<file path="config.mk">
export PLATFORM = sky130hd
export DESIGN_NAME = fpa_scheduler
export DESIGN_NICKNAME = d
export VERILOG_FILES = /design/src/rtl/fpa_scheduler.sv
export SDC_FILE = /design/constraint.sdc
export NUM_CORES = 1
export LEC_CHECK = 0
export CAP_MARGIN = 20
export CORE_AREA = 2 2 110 112
export DETAILED_ROUTE_END_ITERATION = 7
export DIE_AREA = 0 0 112 114
export PLACE_DENSITY = 0.7
export SYNTH_ARGS = -nofsm -noshare
export SYNTH_HDL_FRONTEND = slang
export SYNTH_SLANG_ARGS = --single-unit
</file>
<file path="constraint.sdc">
create_clock -name clk -period 2.6 [get_ports clk]
set_input_delay 0.52 -clock clk [delete_from_list [all_inputs] [get_ports clk]]
set_output_delay 0.52 -clock clk [all_outputs]
set_load 0.02 [all_outputs]
</file>
<file path="src/rtl/fpa_scheduler.sv">
// ============================================================================
// fpa_scheduler
//
// Purpose
//   Two-requester front end for a multi-stage floating-point adder. It picks
//   one requester per cycle (round-robin), launches the operands into the
//   adder, and carries a shadow pipeline of {valid, id, op} next to the
//   adder's own registers. The add/subtract select is taken from the shadow
//   stage that lines up with the adder's arithmetic stage. When the last
//   stage holds a result the consumer has not taken, the whole pipe freezes.
//
// Ports
//   clk                      rising-edge clock
//   clear                    synchronous reset, active low
//   reqN_valid / reqN_ready  requester N handshake (N = 0, 1)
//   reqN_exp  [15:0]         two packed 8-bit exponents
//   reqN_mant [47:0]         two packed 24-bit mantissas
//   reqN_op                  0 = add, 1 = subtract
//   res_valid / res_ready    result handshake
//   res_id                   requester that issued the result
//   res_exp [7:0], res_mant [23:0]   result data (adder final stage)
//   adr_exps, adr_mants      operands into the adder (zero when nothing issues)
//   adr_op                   add/subtract select for the adder's op stage
//   adr_load                 adder stage enable
//   adr_clear                adder clear, active high
//   adr_rez_exp, adr_rez_mant  adder final-stage outputs
//   busy                     some operation is in flight
//   ops_done [15:0]          completed-result counter (wraps)
// ============================================================================
module fpa_scheduler #(
    parameter int LAT      = 5,
    parameter int OP_STAGE = 3
) (
    input  logic        clk,
    input  logic        clear,

    input  logic        req0_valid,
    output logic        req0_ready,
    input  logic [15:0] req0_exp,
    input  logic [47:0] req0_mant,
    input  logic        req0_op,

    input  logic        req1_valid,
    output logic        req1_ready,
    input  logic [15:0] req1_exp,
    input  logic [47:0] req1_mant,
    input  logic        req1_op,

    output logic        res_valid,
    input  logic        res_ready,
    output logic        res_id,
    output logic [7:0]  res_exp,
    output logic [23:0] res_mant,

    output logic [15:0] adr_exps,
    output logic [47:0] adr_mants,
    output logic        adr_op,
    output logic        adr_load,
    output logic        adr_clear,
    input  logic [7:0]  adr_rez_exp,
    input  logic [23:0] adr_rez_mant,

    output logic        busy,
    output logic [15:0] ops_done
);

    // Shadow pipeline, stage 1 .. LAT, one bit per stage per field.
    logic [LAT:1] s_valid_q, s_valid_d;
    logic [LAT:1] s_id_q,    s_id_d;
    logic [LAT:1] s_op_q,    s_op_d;

    logic         last_q, last_d;       // requester served most recently
    logic [15:0]  ops_done_q, ops_done_d;

    logic         stall;
    logic         advance;
    logic         any_req;
    logic         grant;
    logic         xfer;
    logic         res_fire;
    logic         in_valid;
    logic         in_id;
    logic         in_op;

    // ------------------------------------------------------------------
    // Flow control and arbitration
    // ------------------------------------------------------------------
    // Only an untaken result in the final stage can block the pipe; every
    // other stage always has somewhere to go when the pipe moves.
    assign stall   = s_valid_q[LAT] & ~res_ready;
    assign advance = clear & ~stall;
    assign any_req = req0_valid | req1_valid;

    // On a tie the requester that was not served last wins; otherwise the
    // lone valid requester wins. With no request, grant is don't-care and
    // is masked by any_req below.
    assign grant = (req0_valid & req1_valid) ? ~last_q : req1_valid;

    assign xfer       = advance & any_req;
    assign req0_ready = xfer & ~grant;
    assign req1_ready = xfer &  grant;

    // ------------------------------------------------------------------
    // Adder control
    // ------------------------------------------------------------------
    assign adr_load  = advance;
    assign adr_clear = ~clear;
    assign adr_exps  = xfer ? (grant ? req1_exp  : req0_exp)  : 16'd0;
    assign adr_mants = xfer ? (grant ? req1_mant : req0_mant) : 48'd0;
    // The op bit rides the shadow pipe and is presented while the matching
    // operands sit in the adder register that feeds its arithmetic.
    assign adr_op    = clear & s_op_q[OP_STAGE];

    // ------------------------------------------------------------------
    // Result side
    // ------------------------------------------------------------------
    assign res_valid = clear & s_valid_q[LAT];
    assign res_id    = s_id_q[LAT];
    assign res_exp   = adr_rez_exp;
    assign res_mant  = adr_rez_mant;
    assign res_fire  = res_valid & res_ready;

    assign busy     = |s_valid_q;
    assign ops_done = ops_done_q;

    // ------------------------------------------------------------------
    // Shadow pipeline next state: shift on advance, hold otherwise
    // ------------------------------------------------------------------
    // A cycle that advances without a transfer injects a bubble {0,0,0}.
    assign in_valid = xfer;
    assign in_id    = xfer & grant;
    assign in_op    = xfer & (grant ? req1_op : req0_op);

    generate
        for (genvar gi = 1; gi <= LAT; gi++) begin : g_shadow
            if (gi == 1) begin : g_head
                assign s_valid_d[gi] = advance ? in_valid : s_valid_q[gi];
                assign s_id_d[gi]    = advance ? in_id    : s_id_q[gi];
                assign s_op_d[gi]    = advance ? in_op    : s_op_q[gi];
            end else begin : g_body
                assign s_valid_d[gi] = advance ? s_valid_q[gi-1] : s_valid_q[gi];
                assign s_id_d[gi]    = advance ? s_id_q[gi-1]    : s_id_q[gi];
                assign s_op_d[gi]    = advance ? s_op_q[gi-1]    : s_op_q[gi];
            end
        end
    endgenerate

    assign last_d     = xfer ? grant : last_q;
    assign ops_done_d = ops_done_q + {15'd0, res_fire};

    // ------------------------------------------------------------------
    // State registers
    // ------------------------------------------------------------------
    // Reset drops everything in flight; the pointer starts at requester 1
    // so requester 0 wins the first tie.
    always_ff @(posedge clk) begin
        if (!clear) begin
            s_valid_q  <= '0;
            s_id_q     <= '0;
            s_op_q     <= '0;
            last_q     <= 1'b1;
            ops_done_q <= 16'd0;
        end else begin
            s_valid_q  <= s_valid_d;
            s_id_q     <= s_id_d;
            s_op_q     <= s_op_d;
            last_q     <= last_d;
            ops_done_q <= ops_done_d;
        end
    end

endmodule

</file>
* Yosys cells after proc, flatten, opt, wreduce, memory -nomap -nowiden
Cells that the tools add are included.
** Cells by class
- $add $sub $neg :: 1
- Multiply operators :: 0
- Divide/modulo/power cells :: 0
- $lt $le $gt $ge :: 0
- Equal/unequal tests :: 0
- Shift-type cells :: 0
- Multiplexer cells :: 6
- Bitwise logic cells :: 16
- Reduce and logical (&&, ||, !) cells :: 1
** Operators by type and width (number)
- $mux 48 :: 2
- $mux 16 :: 2
- $add 16x1->16 :: 1
- $and 1x1->1 :: 10
- $not 1->1 :: 5
- $reduce_or 5->1 :: 1
- $mux 1 :: 2
- $or 1x1->1 :: 1
** Word-level totals
- Register bits after elaboration :: 30
- Bits in latches :: 0
- Memory bits (writable) :: 0
- Memory bits (read-only) :: 0
- Input bits :: 167
- Output and inout port bits :: 120
- Logic and storage cells :: 29
- Memories :: 0

* Longest topological paths before layout
Gate-level depths: netlist (run 1).
- Word-level depth :: 6
- Mapped depth :: 7
- Depth with buffers taken out :: 6

* Worst setup path after synthesis (run 1)
Ideal clock, no wire load.
- Path type :: input-to-reg
- Start :: input clear
- End :: register ops_done_q[10], in the netlist ops_done[10]
- Setup time :: 0.070 ns
- Arrival time :: 2.057 ns
- Data required time :: 2.530 ns
- Slack :: 0.473 ns
- Stages on the path :: 7
- Buffers on the path :: 1
- Path through :: clkbuf_1 and3_1 ha_1 ha_1 nand2_1 or4_1 a21oi_1
** On the way
- Cells in the longest elaborated chain, start to end :: 3
** RTL lines
- from (decl) :: line 35 : input logic clear,
- $and 1x1->1 :: line 117 : assign res_valid = clear & s_valid_q[LAT];
- $and 1x1->1 :: line 121 : assign res_fire = res_valid & res_ready;
- $add 16x1->16 :: line 149 : assign ops_done_d = ops_done_q + {15'd0, res_fire};
- to (signal assigned) :: line 168 : ops_done_q <= ops_done_d;
- to (decl) :: line 73 : logic [15:0] ops_done_q, ops_done_d;
Parallel ways exist; a longest one is shown, timed or not.
A chain may end at the register's enable or synchronous reset.

* Worst setup path in the final report (run 1)
- Start :: input res_ready
- End :: output adr_mants[30]
** On the way
- Cells in the longest elaborated chain, start to end :: 6
** RTL lines
- from (decl) :: line 50 : input logic res_ready,
- $not 1->1 :: line 90 : assign stall = s_valid_q[LAT] & ~res_ready;
- $and 1x1->1 :: line 90
- $not 1->1 :: line 91 : assign advance = clear & ~stall;
- $and 1x1->1 :: line 91
- $and 1x1->1 :: line 99 : assign xfer = advance & any_req;
- $mux 48 :: line 109 : assign adr_mants = xfer ? (grant ? req1_mant : req0_mant) : 48'd0;
- to (decl) :: line 56 : output logic [47:0] adr_mants,
Every way passes these cells.

==> impl_results.md, run 1 <==
* Global-route wire length before repair at between 15000 and 20000 microns
* Critical path's slowest cell: clkdlybuf4s50_1
* Wire length per cell at ~22 microns
* Io pins at ~290
* Crit-path cells: clkdlybuf4s50_1 > nand2b_4 > and4_4 > buf_12 > a22o_1 > buf_4
* Commonest non-fill, non-tap cells in the layout: 154 x clkdlybuf4s50_1, 64 x a22o_1, 63 x buf_2
* Status: completed
* Setup TNS at 0 ps
* Yosys reg bits at 30
* Critical Path RT at approximately 2100 ps
* Yosys cell types at 34
* Setup Skew at about 3.2 ps
* RSZ-0062 raised after global routing: true
* Reg clk slew, reported paths at approximately 50 ps
* Cells after Synth at between 200 and 300
* Core Footprint at approximately 12000 sq um
* Slew @ Worst Pin at between 500 and 600 ps
* Initial antenna violation count at 6
* Commonest non-fill, non-tap cell in the layout: clkdlybuf4s50_1
* CTS tree: built
* Number of core rows at 40
* Clock period minus worst slack at 2546 ps
* Chip width at around 110 microns
* Layout area overhead at 96.43%
* Power Dens Cells at roughly 370 nW/um^2
* Root buffer cell: clkbuf_16
* H-tree levels at 2
* Leak Pwr at roughly 1.9 nW
* Post-CTS setup buffer count at 0
* Cell Area, Synth at approximately 2200 sq um
* Worst Setup Start Kind: input port
* # DRC at 0
* PortBufs at 222
* Vias/cell at between 4 and 5
* First drt pass iteration count at 4
* Final net count at 632
* Share of layout cells above drive strength 1 at 0.2181
* Kind of critical path: in2out
* Hold Buf Count CTS at 0
* Fin. max-slew vios at 0
* Max Fclk at ~0.4 GHz
* Vias in the first global route at roughly 2800
* Total die area at 12770 sq um
* Ys Warns at 0
* Worst vdd ir at roughly 0.36 mV
* Clock buffer depth at 2
* Finished Layout Cells at a little over 600
* Final Hold Fails at 0
* CTS buffer count at 5
* Syn Area/Cell at 8.370 sq um
* Critical path fanouts, max at 27
* DIE HEIGHT at about 110 microns
* Net Count, Synth at 434
* Inst Count DP at 600
* Max stage delay on crit path at roughly 500 ps
* Worst-Skew Late Latency at 270 ps
* Routability cong. at slightly below 1
* Vias at between 2000 and 3000
* Endpoints failing setup at 0
* Critical path endpoint category: output port
* Worst slew margin at 0.6015
* Worst hold-check path type: reg2reg
* Final wirelength at about 14000 microns
* Initial Util at 0.1887
* Detail Placement HPWL at 11070 microns
* Total track usage at 0.1929
* Sequential share of the synthesized area at 0.2718
* Largest net degree at the start of global routing at 38
* Crit path arrival time at a little over 2000 ps
* Iter 0 DRT Violations at between 150 and 200
* Antenna Violating Nets Remaining at 0
* GRT Residual Overflow at 0
* Crit share post-route at 0.9793
* Bufs and invs on worst path at 3
* Max-cap violations at 0
* Clk sink count at 30
* CP delay by family, top: buffers and inverters
## state kept, by name (all words and copies together) (netlist names)
register	flops
last_q	1
ops_done	16
s_id_q	5
s_op_q	3
s_valid_q	5
## cells in the mapped netlist (all sizes together)
cell | n | area [sq um]
a22o | 64 | 560.5
buf | 50 | 356.6
nand2 | 31 | 116.4
dfxtp | 30 | 600.6
a21oi | 16 | 80.08
nor2 | 9 | 33.78
nand2b | 6 | 45.04
nand3 | 6 | 30.03
o21ai | 5 | 25.02
mux2i | 4 | 40.04
nor4 | 4 | 43.80
or3 | 4 | 25.02
and2 | 3 | 18.77
clkbuf | 3 | 11.26
ha | 3 | 37.54
inv | 3 | 11.26
nand4 | 3 | 25.02
nor3 | 3 | 15.01
o31ai | 3 | 22.52
or4 | 3 | 22.52
a21o | 2 | 15.01
and4 | 2 | 17.52
xor2 | 2 | 17.52
a221o | 1 | 10.01
and3 | 1 | 6.260
nor2b | 1 | 6.260
nor3b | 1 | 7.510
xnor2 | 1 | 8.760
## through the flow
step / setup slack (ps) / hold slack [ps] / util / power (W) / area, sq um
floorplan: 472.7 / 426.4 / - / 0.0007828 / 2210
global placement: -406.2 / 432.7 / 0.3798 / 0.001101 / 4448
detailed placement: -423.1 / 441.1 / 0.3798 / 0.001103 / 4448
CTS: 0.6337 / 448.0 / 0.3957 / 0.001663 / 4634
global route: -4.546 / 469.6 / 0.3702 / 0.001678 / 4335
finish: 53.86 / 444.6 / 0.3706 / 0.001626 / 4340
## worst register-to-register path: cells and delay by family, from the launching register on
family        cells  cell delay (ps)
fa+ha+maj         2              330
buf+inv           2              330
flops             1              380
mux               1              220
simple gates      3              580
## final cells by class
type / instances / area, sq um
fillers: 1242 / 7371
flip-flops and latches: 30 / 600.6
multi-input cells: 178 / 1235
diodes: 2 / 5.005
repair buffers: 244 / 2157
inverters: 3 / 11.26
clock inverters: 1 / 5.005
well taps: 147 / 183.9
clock buffers: 7 / 142.6
## metal layers
layer / GRT usage / part of all wire / wire, microns
met4: 0.05366 / 0.021 / 289
met3: 0.1759 / 0.19 / 2651
met2: 0.2784 / 0.41 / 5642
met5: 0 / 0.0037 / 51
met1: 0.2063 / 0.37 / 5007
## final timing paths
path | startpoint | endpoint | slack (ps) | cells after the start
worst max-delay path | res_ready | adr_mants[30] | 50 | 6
worst min-delay path | s_op_q[3] | s_op_q[3] | 440 | 2
worst max register to register | s_valid_q[5] | ops_done[14] | 680 | 8
worst min register to register | s_op_q[3] | s_op_q[3] | 440 | 2
## logic make-up after synthesis
group / Yosys count / share of synthesized area
AOI/OAI and AO/OA: 91 / 0.3228
xor gates and xnor gates: 3 / 0.01189
and+or+nand+nor: 77 / 0.1869
buffers and inverters: 56 / 0.1716
adders and majority gates: 3 / 0.01699
muxes: 4 / 0.01812
DFF: 30 / 0.2718
## repair_timing
item                       CTS  global route
setup endpoints to repair   66            56
cloned                       1             1
resized for setup          208            57
hold endpoints to repair     0             0
## where the power goes
group	leakage (nW)	internal, W	total [W]	switching [W]
Combinational	1.54	0.000321	0.000570	0.000249
Sequential	0.243	0.000470	0.000475	0.00000549
Clock	0.0739	0.000379	0.000580	0.000202
Total	1.86	0.00117	0.00163	0.000457
(Power assumes the default switching activity.)
==> inputs of run 2 (changes only) <==
- CORE_AREA: 2 2 110 112 -> 2 2 113 115
- CTS_CLUSTER_SIZE: default -> 16
- DIE_AREA: 0 0 112 114 -> 0 0 115 117
- PLACE_DENSITY: 0.7 -> 0.67
- clock period: 2.6 -> 3.1 ns (I/O delays scaled with it)
==> run 2 against run 1 <==
Compared with the run above:
- combinational power shrank 16%
- routed wire length shrank 6.1%
- non-clock buffer count shrank 9
- critical endpoint is now adr_mants[28]
- largest cell class unchanged
- largest power group unchanged
- highest routed layer is now met4
==> impl_results.md, run 2 (synthesis gave the netlist of run 1 again) <==
* Final wirelength at between 10000 and 15000 microns
* Endpoints failing setup at 0
* Min-Delay Endpoint: s_op_q[3]
* Worst-Skew Late Latency at roughly 280 ps
* Crit-path cells: clkdlybuf4s50_1 > nand2b_4 > and4_2 > buf_12 > a22o_1 > dlygate4sd2_1
* Hold depth at 2
* Detail Placement HPWL at between 10000 and 15000 microns
* Clk sink count at 30
* PnR worst setup slack at 97.10 ps
* Largest net degree at the start of global routing at 66
* Max stage delay on crit path at 480 ps
* Worst Setup Start Kind: input port
* Root buffer cell: clkbuf_16
* Vias in the first global route at around 2400
* Reg2reg path depth at 6
* Final Hold Fails at 0
* Worst hold-check path type: reg2reg
* Core Footprint at ~12000 sq um
* Final Power at roughly 0.0014 W
* CTS tree: built
* Fin. max-slew vios at 0
* Wire length per cell at between 20 and 25 microns
* Critical path's slowest cell: clkdlybuf4s50_1
* Reg clk slew, reported paths at approximately 50 ps
* Critical Path RT at ~2500 ps
* Max Fclk at roughly 0.33 GHz
* DIE HEIGHT at roughly 120 microns
* R2R Setup Slk at about 1100 ps
* Routability cong. at between 0.7 and 0.8
* Multi-input gate area at between 1000 and 1500 sq um
* GRT Residual Overflow at 0
* First drt pass iteration count at 4
* Chip width at ~120 microns
* Crit path arrival time at 2380 ps
* Clock period minus worst slack at about 3000 ps
* Worst flop-to-flop path endpoint: ops_done[10]
* Io pins at ~290
* Clock buffer depth at 2
* Max-cap violations at 0
* Total die area at 13460 sq um
* Total track usage at 0.1615
* Status: completed
* Kind of critical path: in2out
* Worst r2r src: s_valid_q[5]
* Critical path endpoint category: output port
* Power Dens Cells at 305.1 nW/um^2
* Setup Skew at around 7 ps
* Share of layout cells above drive strength 1 at 0.05947
* Layout area overhead at 102.2%
* Leak Pwr at approximately 1.9 nW
* Bufs and invs on worst path at 3
* Initial Util at 0.1795
* CTS buffer count at 5
* Number of core rows at 41
* FF+latch area at 600.6 sq um
* Slew @ Worst Pin at 591.6 ps
* Worst slew margin at 0.6045
* Commonest non-fill, non-tap cell in the layout: clkdlybuf4s50_1
* Initial antenna violation count at 2
* RSZ-0062 raised after global routing: false
* Crit share post-route at 0.9687
* Hold Path Origin: s_op_q[3]
* Post-CTS setup buffer count at 0
* # DRC at 0
* Global-route wire length before repair at 15770 microns
* Vias at around 2800
* Dpl ws at -205.0 ps
* H-tree levels at 2
* Core Util, Final at 0.3629
* Final net count at 623
* Critical path fanouts, max at 33
* Iter 0 DRT Violations at 96
* Fillers at ~1300
* Worst vdd ir at 0.2361 mV
* Antenna Violating Nets Remaining at 0
* Max reg flops at 16
* Commonest non-fill, non-tap cells in the layout: 156 x clkdlybuf4s50_1, 65 x dlygate4sd2_1, 64 x a22o_1
* PortBufs at around 220
* CP delay by family, top: buffers and inverters
* Vias/cell at ~4.6
[run 2: cell count changes in the layout (fill, tap and decap cells not counted), sizes merged]
cell	delta
clkdlybuf4s15	-2
dlygate4sd2	+65
clkdlybuf4s50	+2
buf	-74
[run 2: worst max path at each step]
stage                     depth (start not counted)             to  slack [ps]  startpoint
after floorplan                                   7   ops_done[10]         870       clear
after global placement                            6  adr_mants[28]        -170   res_ready
after detailed placement                          6  adr_mants[28]        -210   res_ready
after CTS                                         5     req0_ready          20   res_ready
after global routing                              6  adr_mants[28]          10   res_ready
final                                             6  adr_mants[28]         100   res_ready
[run 2: layout make-up]
cell class,instances,area share
Clock buffer,7,0.03192
Tap cell,150,0.04200
Antenna cell,2,0.001120
Timing Repair Buffer,235,0.5111
Sequential cell,30,0.1344
Multi-Input combinational cell,178,0.2758
Inverter,3,0.002520
Clock inverter,1,0.001120
[run 2: layer usage]
metal,up-vias,track usage,share of wire
li1,1328,-,-
met1,1250,0.1612,0.34
met2,156,0.2714,0.48
met3,30,0.1164,0.16
met4,0,0.04257,0.019
met5,-,0,0
[run 2: per-stage QoR]
step / cell area, sq um / std cells / TNS (ps) / hold WS (ps)
after floorplan: 2210 / 264 / 0 / 426.4
after global placement: 4369 / 595 / -5181 / 439.2
after detailed placement: 4369 / 595 / -7396 / 443.5
after CTS: 4436 / 603 / 0 / 450.2
after global routing: 4466 / 605 / 0 / 463.5
final: 4468 / 606 / 0 / 447.4
[run 2: tightest hold or removal path, cell delays in order (launching register included)]
cell and delay, ps:
dfxtp_1 300, nand2_1 50, a21oi_1 50
[run 2: repair_timing]
| item | in CTS | in global routing |
|---|---|---|
| resized for setup | 65 | 1 |
| hold buffers | 0 | 0 |
| gates cloned | 0 | 1 |
| setup endpoints to repair | 65 | 2 |
[run 2: report_power, final]
| part | internal [W] | total (W) | switching [W] |
|---|---|---|---|
| combinational | 0.000272 | 0.000479 | 0.000207 |
| sequential | 0.000394 | 0.000399 | 0.00000513 |
| clock | 0.000317 | 0.000485 | 0.000167 |
